$ cat config.mk
export PLATFORM = sky130hd
export DESIGN_NAME = round_judge
export DESIGN_NICKNAME = d
export VERILOG_FILES = /design/src/rtl/round_judge_pkg.sv /design/src/rtl/round_judge_outcome.sv /design/src/rtl/round_judge.sv
export SDC_FILE = /design/constraint.sdc
export NUM_CORES = 1
export LEC_CHECK = 0
export ABC_AREA = 0
export BUFFER_PORTS_ARGS = -buffer_cell sky130_fd_sc_hd__buf_2
export CAP_MARGIN = 15
export CELL_PAD_IN_SITES_DETAIL_PLACEMENT = 1
export CELL_PAD_IN_SITES_GLOBAL_PLACEMENT = 2
export CORE_ASPECT_RATIO = 2
export CORE_MARGIN = 1
export CORE_UTILIZATION = 31
export DETAILED_ROUTE_END_ITERATION = 8
export PLACE_DENSITY_LB_ADDON = 0.1
export SLEW_MARGIN = 20
export SYNTH_ARGS = -nofsm -noshare
export SYNTH_HDL_FRONTEND = slang
export SYNTH_HIERARCHICAL = 1
export SYNTH_SLANG_ARGS = --single-unit
export TNS_END_PERCENT = 100
$ cat constraint.sdc
create_clock -name clock -period 2.2 [get_ports clock]
set_clock_uncertainty 0.05 [all_clocks]
set_input_delay 0.44 -clock clock [delete_from_list [all_inputs] [get_ports clock]]
set_output_delay 0.44 -clock clock [all_outputs]
set_load 0.02 [all_outputs]
$ cat src/rtl/round_judge_pkg.sv
// Shared encodings for the rock-paper-scissors round judge: moves, result codes,
// FSM states and the default game length.
package round_judge_pkg;

    localparam logic [1:0] ROCK     = 2'd0;
    localparam logic [1:0] PAPER    = 2'd1;
    localparam logic [1:0] SCISSORS = 2'd2;
    localparam logic [1:0] INVALID  = 2'd3;

    localparam logic [1:0] RES_TIE    = 2'd0;
    localparam logic [1:0] RES_PLAYER = 2'd1;
    localparam logic [1:0] RES_AI     = 2'd2;
    localparam logic [1:0] RES_NONE   = 2'd3;

    // Must match the learner's history depth.
    localparam int MAX_ROUNDS = 60;

    typedef enum logic [2:0] {
        S_IDLE,
        S_WAIT_AI,
        S_JUDGE,
        S_HOLD,
        S_DONE
    } state_e;

endpackage

$ cat src/rtl/round_judge_outcome.sv
// Pure combinational outcome rule: d = (player - ai) mod 3 -> tie / player / AI.
module rps_outcome (
    input  logic [1:0] player,
    input  logic [1:0] ai,
    output logic [1:0] result
);
    import round_judge_pkg::*;

    always_comb begin
        result = RES_NONE;
        if (player != INVALID && ai != INVALID) begin
            if (player == ai) begin
                result = RES_TIE;
            end else if ((player == PAPER    && ai == ROCK)     ||
                         (player == SCISSORS && ai == PAPER)    ||
                         (player == ROCK     && ai == SCISSORS)) begin
                result = RES_PLAYER;
            end else begin
                result = RES_AI;
            end
        end
    end

endmodule

$ cat src/rtl/round_judge.sv
// Round judge: accepts a player move, waits for the predictor, scores the round,
// holds the result for a display period and stops the game at the win/round limit.
module round_judge #(
    parameter int WIN_LIMIT   = 9,
    parameter int HOLD_CYCLES = 25_000_000,
    parameter int MAX_ROUNDS  = round_judge_pkg::MAX_ROUNDS
) (
    input  logic       clock,
    input  logic       reset,
    input  logic       move_valid,
    input  logic [1:0] move,
    input  logic       ai_valid,
    input  logic [1:0] ai_choice,
    output logic [3:0] combination,
    output logic       combination_valid,
    output logic [1:0] result,
    output logic [3:0] player_score,
    output logic [3:0] ai_score,
    output logic [5:0] round_count,
    output logic       game_over,
    output logic       busy
);
    import round_judge_pkg::*;

    localparam int HOLD_W = (HOLD_CYCLES > 0) ? $clog2(HOLD_CYCLES + 1) : 1;
    localparam logic [HOLD_W-1:0] HOLD_LAST = HOLD_W'((HOLD_CYCLES > 0) ? HOLD_CYCLES - 1 : 0);
    localparam logic [3:0] WIN_Q = 4'(WIN_LIMIT);
    localparam logic [5:0] MAX_Q = 6'(MAX_ROUNDS);

    state_e            state_q, state_d;
    logic [1:0]        move_q, move_d;
    logic [1:0]        ai_q, ai_d;
    logic [1:0]        result_q, result_d;
    logic [3:0]        comb_q, comb_d;
    logic              cv_q, cv_d;
    logic [3:0]        ps_q, ps_d;
    logic [3:0]        as_q, as_d;
    logic [5:0]        rc_q, rc_d;
    logic              go_q, go_d;
    logic [HOLD_W-1:0] hold_q, hold_d;
    logic [1:0]        outcome;

    rps_outcome u_outcome (
        .player (move_q),
        .ai     (ai_q),
        .result (outcome)
    );

    always_ff @(posedge clock) begin
        if (reset) begin
            state_q  <= S_IDLE;
            move_q   <= ROCK;
            ai_q     <= ROCK;
            result_q <= RES_NONE;
            comb_q   <= '0;
            cv_q     <= 1'b0;
            ps_q     <= '0;
            as_q     <= '0;
            rc_q     <= '0;
            go_q     <= 1'b0;
            hold_q   <= '0;
        end else begin
            state_q  <= state_d;
            move_q   <= move_d;
            ai_q     <= ai_d;
            result_q <= result_d;
            comb_q   <= comb_d;
            cv_q     <= cv_d;
            ps_q     <= ps_d;
            as_q     <= as_d;
            rc_q     <= rc_d;
            go_q     <= go_d;
            hold_q   <= hold_d;
        end
    end

    always_comb begin
        state_d  = state_q;
        move_d   = move_q;
        ai_d     = ai_q;
        result_d = result_q;
        comb_d   = comb_q;
        cv_d     = 1'b0;
        ps_d     = ps_q;
        as_d     = as_q;
        rc_d     = rc_q;
        go_d     = go_q;
        hold_d   = hold_q;

        case (state_q)
            S_IDLE: begin
                if (move_valid && move != INVALID) begin
                    move_d  = move;
                    state_d = S_WAIT_AI;
                end
            end
            S_WAIT_AI: begin
                if (ai_valid) begin
                    // An invalid predictor move is treated as rock.
                    ai_d    = (ai_choice == INVALID) ? ROCK : ai_choice;
                    state_d = S_JUDGE;
                end
            end
            S_JUDGE: begin
                result_d = outcome;
                comb_d   = {ai_q, move_q};
                cv_d     = 1'b1;
                if (outcome == RES_PLAYER && ps_q < WIN_Q) ps_d = ps_q + 4'd1;
                if (outcome == RES_AI     && as_q < WIN_Q) as_d = as_q + 4'd1;
                if (rc_q < MAX_Q) rc_d = rc_q + 6'd1;
                go_d    = (ps_d >= WIN_Q) || (as_d >= WIN_Q) || (rc_d >= MAX_Q);
                hold_d  = '0;
                state_d = S_HOLD;
            end
            S_HOLD: begin
                if (hold_q >= HOLD_LAST) begin
                    state_d = go_q ? S_DONE : S_IDLE;
                end else begin
                    hold_d = hold_q + 1'b1;
                end
            end
            S_DONE: begin
                state_d = S_DONE;
            end
            default: begin
                state_d = S_IDLE;
            end
        endcase
    end

    assign combination       = comb_q;
    assign combination_valid = cv_q;
    assign result            = result_q;
    assign player_score      = ps_q;
    assign ai_score          = as_q;
    assign round_count       = rc_q;
    assign game_over         = go_q;
    assign busy              = (state_q != S_IDLE);

endmodule
== Word-level counts from Yosys, hierarchy flattened ==
Cells that the tools add are included.
Word-level totals
  register bits: 54
  input bits: 8
  output and inout bits: 23
Operators by class
  add/sub/neg operators: 4
  magnitude comparators: 7
  equal/unequal tests: 19
  multiplexer cells: 18
  reduce and logical (&&, ||, !) cells: 20
Operators by type and width (count)
  $pmux W25 S2: 1
  $add A25 B1 Y25 const B: 1
  $ge A25 B25 Y1 const B: 1
  $mux W25: 1
  $mux W4: 4
  $pmux W3 S5: 1
  $ne A2 B2 Y1 const B: 7
  $mux W3: 4
  $mux W6: 2
  $add A4 B1 Y4 const B: 2
  $eq A2 B2 Y1 const B: 4
  $ge A4 B4 Y1 const B: 2
  $lt A4 B4 Y1 const B: 2
  $mux W2: 4
  $logic_and A1 B1 Y1: 7
  $add A6 B1 Y6 const B: 1
  $eq A2 B1 Y1 const B: 3
  $eq A3 B2 Y1 const B: 2
  $ge A6 B6 Y1 const B: 1
  $lt A6 B6 Y1 const B: 1
  $reduce_and A2 Y1: 3
  $logic_not A2 Y1: 2
  $logic_or A1 B1 Y1: 4
  $eq A3 B1 Y1 const B: 1
  other kinds (7): 7

== Longest topological paths before layout ==
Gate-level depths: netlist of run 1.
  depth after elaboration: 14
  depth in mapped cells: 9
  mapped depth without buffers: 8

== Hierarchy ==
Netlist of run 1, hierarchy kept.
By module, submodules not included
  round_judge: times used 1, cells an instance 331, area each 2660.1 um^2, seq. area each 1081.0 um^2
  rps_outcome: times used 1, cells an instance 10, area each 87.6 um^2, seq. area each 0.0 um^2

== Least setup slack after synthesis of run 1 ==
OpenSTA, ideal clock, no wires.
  kind: flip-flop to flip-flop
  start: register hold_q[0]
  end: register hold_q[18]
  library setup time: 0.070 ns
  arrival time: 2.129 ns
  path slack: -0.050 ns
  stages on the path, launching flop included: 9
  buffers on the path: 1
  period minus slack after synthesis: 2.250 ns
  cells stage by stage: dfxtp_1 -> ha_1 -> a21o_1 -> a2111oi_4 -> nor4_2 -> o31a_1 -> buf_6 -> or3_1 -> a21oi_1
Between the ends
  word-level cells in the longest chain between the ends: 3
  elaborated cells between the ends (all ways): 6
  those cells by class: 1 x add/sub; 1 x order compare; 1 x eq/ne; 2 x mux; 1 x reduce/logical
RTL lines
  start: declaration: RTL line round_judge.sv:40  | logic [HOLD_W-1:0] hold_q, hold_d;
  start signal: assignment: RTL line round_judge.sv:73  | hold_q <= hold_d;
  $add A25 B1 Y25 or $ge A25 B25 Y1 (tied branches): RTL line round_judge.sv:119, round_judge.sv:116
  $mux W25 or $ne A2 B2 Y1 (tied branches)
  $pmux W25 S2 or $reduce_and A2 Y1 (tied branches)
Parallel ways exist; a longest one is shown, timed or not. The select of a mux whose other input is x is not followed.
A chain may end at the register's enable or synchronous reset.

== Worst setup path in the final report of run 1 ==
  start: register hold_q[0]
  end: register hold_q[19]
Same word-level chain as after synthesis.

==> results of run 1 <==
registers in the layout, summed over array words and instances (netlist names):
name / flops
combination: 4
ai_score: 4
hold_q: 25
game_over: 1
round_count: 6
ai_q: 2
player_score: 4
move_q: 2
combination_valid: 1
state_q: 3
result: 2
synth_stat cells (5+ instances only):
master    number  area share [%]
ha_1           6             2.7
nand3_1       14             2.6
inv_1         13             1.8
dfxtp_1       54              39
mux2i_1        9             3.3
or4_1          6             1.6
nand2_1       40             5.5
nor3b_1        5             1.4
nor3_1         6             1.1
o21ai_0       18             3.3
nand4_1        7             1.6
nand2b_1       7             1.6
or3_1         15             3.4
nor2_1        40             5.5
a21oi_1       29             5.3
clkbuf_1      12             1.6
kinds of logic after synthesis:
| group | Yosys count |
|---|---|
| AOI/OAI and AO/OA | 76 |
| adders and majority gates | 6 |
| buffers and inverters | 28 |
| and+or+nand+nor | 161 |
| DFF | 54 |
| xor gates and xnor gates | 7 |
| muxes | 9 |
routing by layer:
| metal | vias to the layer above | track usage [%] | share of wire, % |
|---|---|---|---|
| li1 | 1359 | - | - |
| met1 | 1356 | 18.0 | 36 |
| met2 | 22 | 40.2 | 61 |
| met3 | 6 | 2.95 | 2.0 |
| met4 | 0 | 6.25 | 1.4 |
| met5 | - | 0 | 0 |
cell type report:
type	instances	area (um2)	area share (%)
tap	100	125	3.45
multi-input combinational	259	1670	46.1
timing repair buffer	79	556	15.3
inverter	13	48.8	1.35
sequential	54	1090	30.1
clock inverter	2	10.0	0.276
clock buffer	5	125	3.45
power breakdown:
part	switching (mW)	leakage (nW)	total, mW	internal, mW
combinational	0.153	0.928	0.284	0.131
sequential	0.0282	0.439	1.03	0.998
clock	0.370	0.0694	0.783	0.413
total	0.551	1.44	2.09	1.54
what timing repair did:
item | 4_1_cts | 5_1_grt
resized for setup | 7 | 29
pin swaps | 7 | 21
endpoints found under the setup margin | 21 | 28
setup buffers | 4 | 2
gates cloned | 0 | 1
final timing paths:
path	from	to	slack, ps
hold / removal	move[1]	move_q[1]	350
setup / recovery	hold_q[0]	hold_q[19]	-120
hold reg to reg	combination[3]	combination[3]	410
setup reg to reg	hold_q[0]	hold_q[19]	-120
worst min-delay path, cell delays in order:
cell and delay [ps]:
buf_2 90, mux2i_1 60, nor2_1 70
==> results.toml, run 1 <==
[placed_design]
hpwl_um = 6140
place_congestion = 0.767
io_buffer_count = 30
pre_cts_ws_ps = -144
dp_cells = 499
placed_cell_area_mm2 = 0.00329

[final_layout]
finalNonFillerCells = 512
syn2layout_area_growth_pct = 32.0
antennaDiodeCount = 0
fin_util_pct = 42.2
final_net_count = 426
final_cell_mix = "dfxtp_1 (48), buf_4 (45), nor2_1 (40), nand2_1 (40), buf_2 (30)"
layout_commonest_cell = "dfxtp_1"
drive_gt1_share_pct = 28.9
finalInstanceArea_mm2 = 0.00363
fill_cells = 1052

[sta]
finalHoldViolations = 0
tightestPinTransition_ps = 485
finalCritPeriodShare_pct = 105
finalSetupViolations = 20
final_max_slew_viol_count = 0
period_needed_ps = 2320
fmax_mhz = 431
rsz0062_at_grt = "true"
slew_headroom_pct = 67.3
worst_slack_ps = -119
whs_ps = 350
setup-tns-final_ps = -1320

[drt]
vias = 2743
totalWireLength_um = 8280
drc_errors = 0
wl_per_cell_um = 16.2
ant_nets = 0
drt_first_pass_iters = 4
vias_per_cell = 5.36
drt_iter0_markers = 90

[worst_setup_path]
cp_num_buf_inv = 0
critPathRequiredTime_ps = 2380
cpPeakStageDelay_ps = 530
worstPathCellList = "ha_4 -> a21o_1 -> a2111oi_4 -> nor4_4 -> o31a_4 -> or4_4 -> a21oi_2"
cp_slowest_cell = "or4_4"
rr_worst_depth = 7
cp_top_family = "compound AO/OA/AOI/OAI gates"
crit_arrival_ps = 2500
critical_path_depth = 7
critPathKind = "flip-flop to flip-flop"
crit_path_max_fanout = 6
timing.critical_path.from_type = "flip-flop"
crit_path_end_kind = "flip-flop"

[floorplan]
core_area_mm2 = 0.00859
start_util_pct = 32.0
ios = 31
die_h_um = 135
rows = 48
die_x_um = 68.6
dieArea_mm2 = 0.00927

[clocking]
cts_hold_buf = 0
cts_tree = "done"
cts.sinks = 54
cts_made_buffers = 5
clock_latency_ps = 300
cts-root-buf = "clkbuf_16"
clockBufferDepth = 2
cts.reportedPaths.clkPinSlew_ps = 70
htreeDepth = 2

[synthesis]
yosys_most_used_dff = "dfxtp_1"
ys_ff_latch = 54
synth.avg_cell_area_um2 = 8.06
synthCells = 341
synth_seq_area_share_pct = 39.3
synth_xor_area_share_pct = 2.23
synth_top_family_by_area = "simple AND/OR/NAND/NOR gates"
yosys.area_share.adder_pct = 2.73
synth_compound_area_share_pct = 17.8
synth_edf_count = 0
synthesis.nets = 355
muxShareOfSynthArea_pct = 3.28
synth_simple_gate_area_share_pct = 30.3
synth_cell_types = 50
async_reset_ff_share_pct = 0
yosysWarnings = 6
syn-cell-area_mm2 = 0.00275

[global_route]
antenna_found_initial = 0
grt_max_degree = 34
grt_use_total_pct = 19.6
grt_pass1_wl_um = 13400
grt_remaining_overflow = 0
grt_pass1_vias = 2796

[pwr]
power_density_mw_per_mm2 = 577
total_power_mw = 2.09
leakage_nw = 1.44
peakVddDrop_mv = 0.376

[min_path]
min_path_cells = 3
hp-class = "input pin to flip-flop"

[flow_run]
maxCapViolCount = 0

[outcome]
violations = "negative setup slack"
status = "finished with violations"
Power figures use the tool's default switching activity.
==> run 2, diff against run 1 <==
REMOVE_ABC_BUFFERS = 1   (was default)
==> results.toml, run 2 (same netlist as run 1, synthesis figures left out) <==
[outcome]
status = "finished with violations"
violations = "negative setup slack"

[final_layout]
layout_commonest_cell = "dfxtp_1"
antennaDiodeCount = 0
drive_gt1_share_pct = 30.7
fill_cells = 1054
largest-register = "hold_q"
final_net_count = 423
final_cell_mix = "dfxtp_1 (46), nor2_1 (40), nand2_1 (40)"
syn2layout_area_growth_pct = 33.2
finalNonFillerCells = 510
largest_reg_flops = 25

[worst_setup_path]
crit_arrival_ps = 2490
crit_path_end_kind = "flip-flop"
timing.critical_path.from_type = "flip-flop"
cpPeakStageDelay_ps = 550
critPathKind = "flip-flop to flip-flop"
critPathRequiredTime_ps = 2380
worstPathCellList = "ha_4 -> a21o_1 -> a2111oi_4 -> nor4_4 -> o31a_1 -> or4_4 -> a21oi_2"
cp_slowest_cell = "or4_4"
crit_path_max_fanout = 5

[sta]
finalSetupViolations = 15
final_max_slew_viol_count = 0
setup-tns-final_ps = -563
period_needed_ps = 2310
slew_headroom_pct = 69.4
tightestPinTransition_ps = 455
worst_slack_ps = -113
finalCritPeriodShare_pct = 105
rsz0062_at_grt = "true"
finalHoldViolations = 0
fmax_mhz = 432

[drt]
vias = 2716
vias_per_cell = 5.33
drt_iter0_markers = 78
drt_first_pass_iters = 4
drc_errors = 0
totalWireLength_um = 8440
ant_nets = 0
wl_per_cell_um = 16.5

[clocking]
clock_latency_ps = 300
cts_hold_buf = 0
cts.reportedPaths.clkPinSlew_ps = 70
cts.sinks = 54
htreeDepth = 2
cts_tree = "done"
clockBufferDepth = 2
cts-root-buf = "clkbuf_16"
cts_made_buffers = 5

[floorplan]
die_h_um = 135
dieArea_mm2 = 0.00927
die_x_um = 68.6
ios = 31
start_util_pct = 32.0
core_area_mm2 = 0.00859
rows = 48

[pwr]
leakage_nw = 1.43
p_sw_uw = 564
combPwrFrac_pct = 12.6
power_frac_seq_pct = 48.1
internal_power_mw = 1.57
power_density_mw_per_mm2 = 582
clockPowerShare_pct = 39.3
swShare_pct = 26.5
peakVddDrop_mv = 0.320

[flow_run]
maxCapViolCount = 0

[min_path]
hp-class = "input pin to flip-flop"

[global_route]
grt_max_degree = 34
grt_use_total_pct = 20.0
grt_pass1_wl_um = 13800
antenna_found_initial = 0
grt_remaining_overflow = 0
grt_pass1_vias = 2797

[placed_design]
dp_cells = 495
io_buffer_count = 30
place_congestion = 0.784
hpwl_um = 6120
pre_cts_ws_ps = -141
-- run 2: final timing paths --
| check | start | to | slack (ps) | cells past startpoint |
|---|---|---|---|---|
| min reg2reg | combination[1] | combination[1] | 410 | 2 |
| max | hold_q[1] | hold_q[19] | -110 | 7 |
| max reg2reg | hold_q[1] | hold_q[19] | -110 | 7 |
| min | move[1] | move_q[1] | 350 | 3 |
-- run 2: metrics by stage --
stage / instance area, um2 / utilization, % / power [mW] / hold slack (ps)
finish: 3660 / 42.6 / 2.13 / 354
global route: 3660 / 42.6 / 2.21 / 375
CTS: 3500 / 40.8 / 2.15 / 356
detailed placement: 3270 / 38.1 / 1.29 / 399
global placement: 3270 / 38.1 / 1.29 / 394
floorplan: 2680 / - / 1.17 / 390
-- run 2: worst max-delay path, delay by kind of cell, from the launching register on --
kind / cells / cell delay [ps]
compound gates: 4 / 1040
simple gates: 2 / 650
flops: 1 / 340
fa+ha+maj: 1 / 160
-- run 2: cell type report --
type / count / area [um2] / area share (%)
multi-input cells: 259 / 1690 / 46.3
well taps: 100 / 125 / 3.42
clock inverters: 1 / 5.00 / 0.137
inverters: 13 / 48.8 / 1.33
clock buffers: 7 / 143 / 3.90
repair buffers: 76 / 553 / 15.1
flip-flops and latches: 54 / 1090 / 29.8
-- run 2: power by group through the flow --
stage,Clock [mW],Combinational (mW),Sequential [mW]
floorplan,0,0.114,1.05
global route,0.885,0.294,1.03
finish,0.838,0.268,1.03
detailed placement,0,0.244,1.05
global placement,0,0.243,1.05
CTS,0.861,0.262,1.02
-- run 2: what timing repair did --
item | in CTS | in global routing
gates cloned | 1 | 1
resized for setup | 14 | 40
setup endpoints to repair | 19 | 30
buffers inserted | 4 | 1
pin swaps | 19 | 16
-- run 2: layer usage --
layer  track usage, %  routed length (um)  vias up
met5                0                   0        -
met4             6.83                 216        0
met3             2.61                 142       11
met2             39.7                4880       30
met1             19.5                3200     1322
li1                 -                   -     1353
==> run 3, diff against run 2 <==
CORE_UTILIZATION = 32   (was 31)
CTS_BUF_LIST = sky130_fd_sc_hd__clkbuf_2 sky130_fd_sc_hd__clkbuf_4 sky130_fd_sc_hd__clkbuf_8   (was default)
==> results.toml, run 3 (same netlist as run 1, synthesis figures left out) <==
[global_route]
grt_use_total_pct = 20.0
grt_pass1_wl_um = 13600
antenna_found_initial = 0
grt_pass1_vias = 2880
grt_remaining_overflow = 0
grt_max_degree = 34

[sta]
period_needed_ps = 2240
finalHoldViolations = 0
whs_ps = 316
fmax_mhz = 447
tightestPinTransition_ps = 465
finalCritPeriodShare_pct = 102
worst_slack_ps = -38.7
final_max_slew_viol_count = 0
rsz0062_at_grt = "true"
finalSetupViolations = 4
slew_headroom_pct = 68.7
setup-tns-final_ps = -87.0

[worst_setup_path]
worst_r2r_startpoint = "hold_q[1]"
rr_worst_depth = 7
rrSetupSlack_ps = -40
crit_path_end_kind = "flip-flop"
critPathRequiredTime_ps = 2420
crit_arrival_ps = 2460
cp_num_buf_inv = 0
timing.critical_path.from_type = "flip-flop"
cp_slowest_cell = "or4_4"
cpPeakStageDelay_ps = 540
worstPathCellList = "ha_4 -> a21o_1 -> a2111oi_4 -> nor4_4 -> o31a_4 -> or4_4 -> a21oi_2"
timing.rr.end = "hold_q[19]"
cp_top_family = "compound AO/OA/AOI/OAI gates"
critPathKind = "flip-flop to flip-flop"
crit_path_max_fanout = 8

[drt]
vias_per_cell = 5.35
met3_length_um = 159
wl_per_cell_um = 15.9
met2_wirelength_um = 4700
drc_errors = 0
ant_nets = 0
totalWireLength_um = 8080
highest_layer = "met4"
drt_iter0_markers = 82
vias = 2714
wl_met1_um = 2910
drt_first_pass_iters = 4

[floorplan]
ios = 31
core_area_mm2 = 0.00829
die_h_um = 133
rows = 47
dieArea_mm2 = 0.00898
die_x_um = 67.5
start_util_pct = 33.1

[final_layout]
antennaDiodeCount = 0
largest_reg_flops = 25
final_cell_mix = "dfxtp_1 (44), nor2_1 (40), nand2_1 (40)"
largest-register = "hold_q"
final_net_count = 422
syn2layout_area_growth_pct = 29.4
drive_gt1_share_pct = 27.9
layout_commonest_cell = "dfxtp_1"

[placed_design]
pre_cts_ws_ps = -187
io_buffer_count = 30
place_congestion = 0.827
hpwl_um = 6000

[clocking]
cts_made_buffers = 5
cts_hold_buf = 0
clock_latency_ps = 330
cts.sinks = 54
htreeDepth = 2
cts-root-buf = "clkbuf_8"
cts_tree = "done"
cts.reportedPaths.clkPinSlew_ps = 100
clockBufferDepth = 2

[flow_run]
maxCapViolCount = 0

[min_path]
holdPathEnd = "move_q[0]"
min_from = "move[0]"
hp-class = "input pin to flip-flop"
min_path_cells = 3

[pwr]
leakage_nw = 1.39
total_power_mw = 1.92
peakVddDrop_mv = 0.320
power_density_mw_per_mm2 = 541

[outcome]
status = "finished with violations"
violations = "negative setup slack"
## run 3: how the worst max path moves through the flow
stage          slack [ps]  depth (start not counted)  startpoint          to
2_1_floorplan        -200                          7   hold_q[0]  hold_q[19]
5_1_grt              -130                          7   hold_q[1]  hold_q[19]
3_5_place_dp         -190                          7   hold_q[0]  hold_q[22]
4_1_cts              -140                          7   hold_q[1]  hold_q[19]
6_report              -40                          7   hold_q[1]  hold_q[19]
3_3_place_gp         -150                          8   hold_q[0]   hold_q[5]
## run 3: timing repair
action	CTS	global route
buffers inserted	4	1
pin swaps	24	3
endpoints found under the setup margin	22	33
gates cloned	1	0
gates resized for setup	17	29
## run 3: area by class of cell
class | instances | area, um2
fillers | 1033 | 4740
multi-input cells | 259 | 1670
flip-flops and latches | 54 | 1100
repair buffers | 75 | 520
well taps | 98 | 123
clock buffers | 7 | 90.1
inverters | 13 | 48.8
clock inverters | 1 | 5.00
## run 3: routing by layer
metal | global-route usage [%] | vias up
met5 | 0 | -
met1 | 19.3 | 1314
met2 | 38.7 | 32
met4 | 8.63 | 0
met3 | 2.84 | 17
li1 | - | 1351
## run 3: power breakdown
group / internal [mW] / switching (mW) / total [mW]
clock: 0.268 / 0.355 / 0.623
sequential: 0.997 / 0.0288 / 1.03
combinational: 0.123 / 0.150 / 0.273
## run 3: worst reg2reg max path: stages, from the launching register on
cell       delay, ps
dfxtp_2          350
ha_4             150
a21o_1           180
a2111oi_4        340
nor4_4           100
o31a_4           350
or4_4            550
a21oi_2          110
## run 3: metrics by stage
stage          cell area [um2]  util [%]  cells
6_report                  3550      42.9    507
4_1_cts                   3450      41.6    506
3_5_place_dp              3260      39.3    493
5_1_grt                   3550      42.9    507
2_1_floorplan             2680         -    326
3_3_place_gp              3260      39.3    493
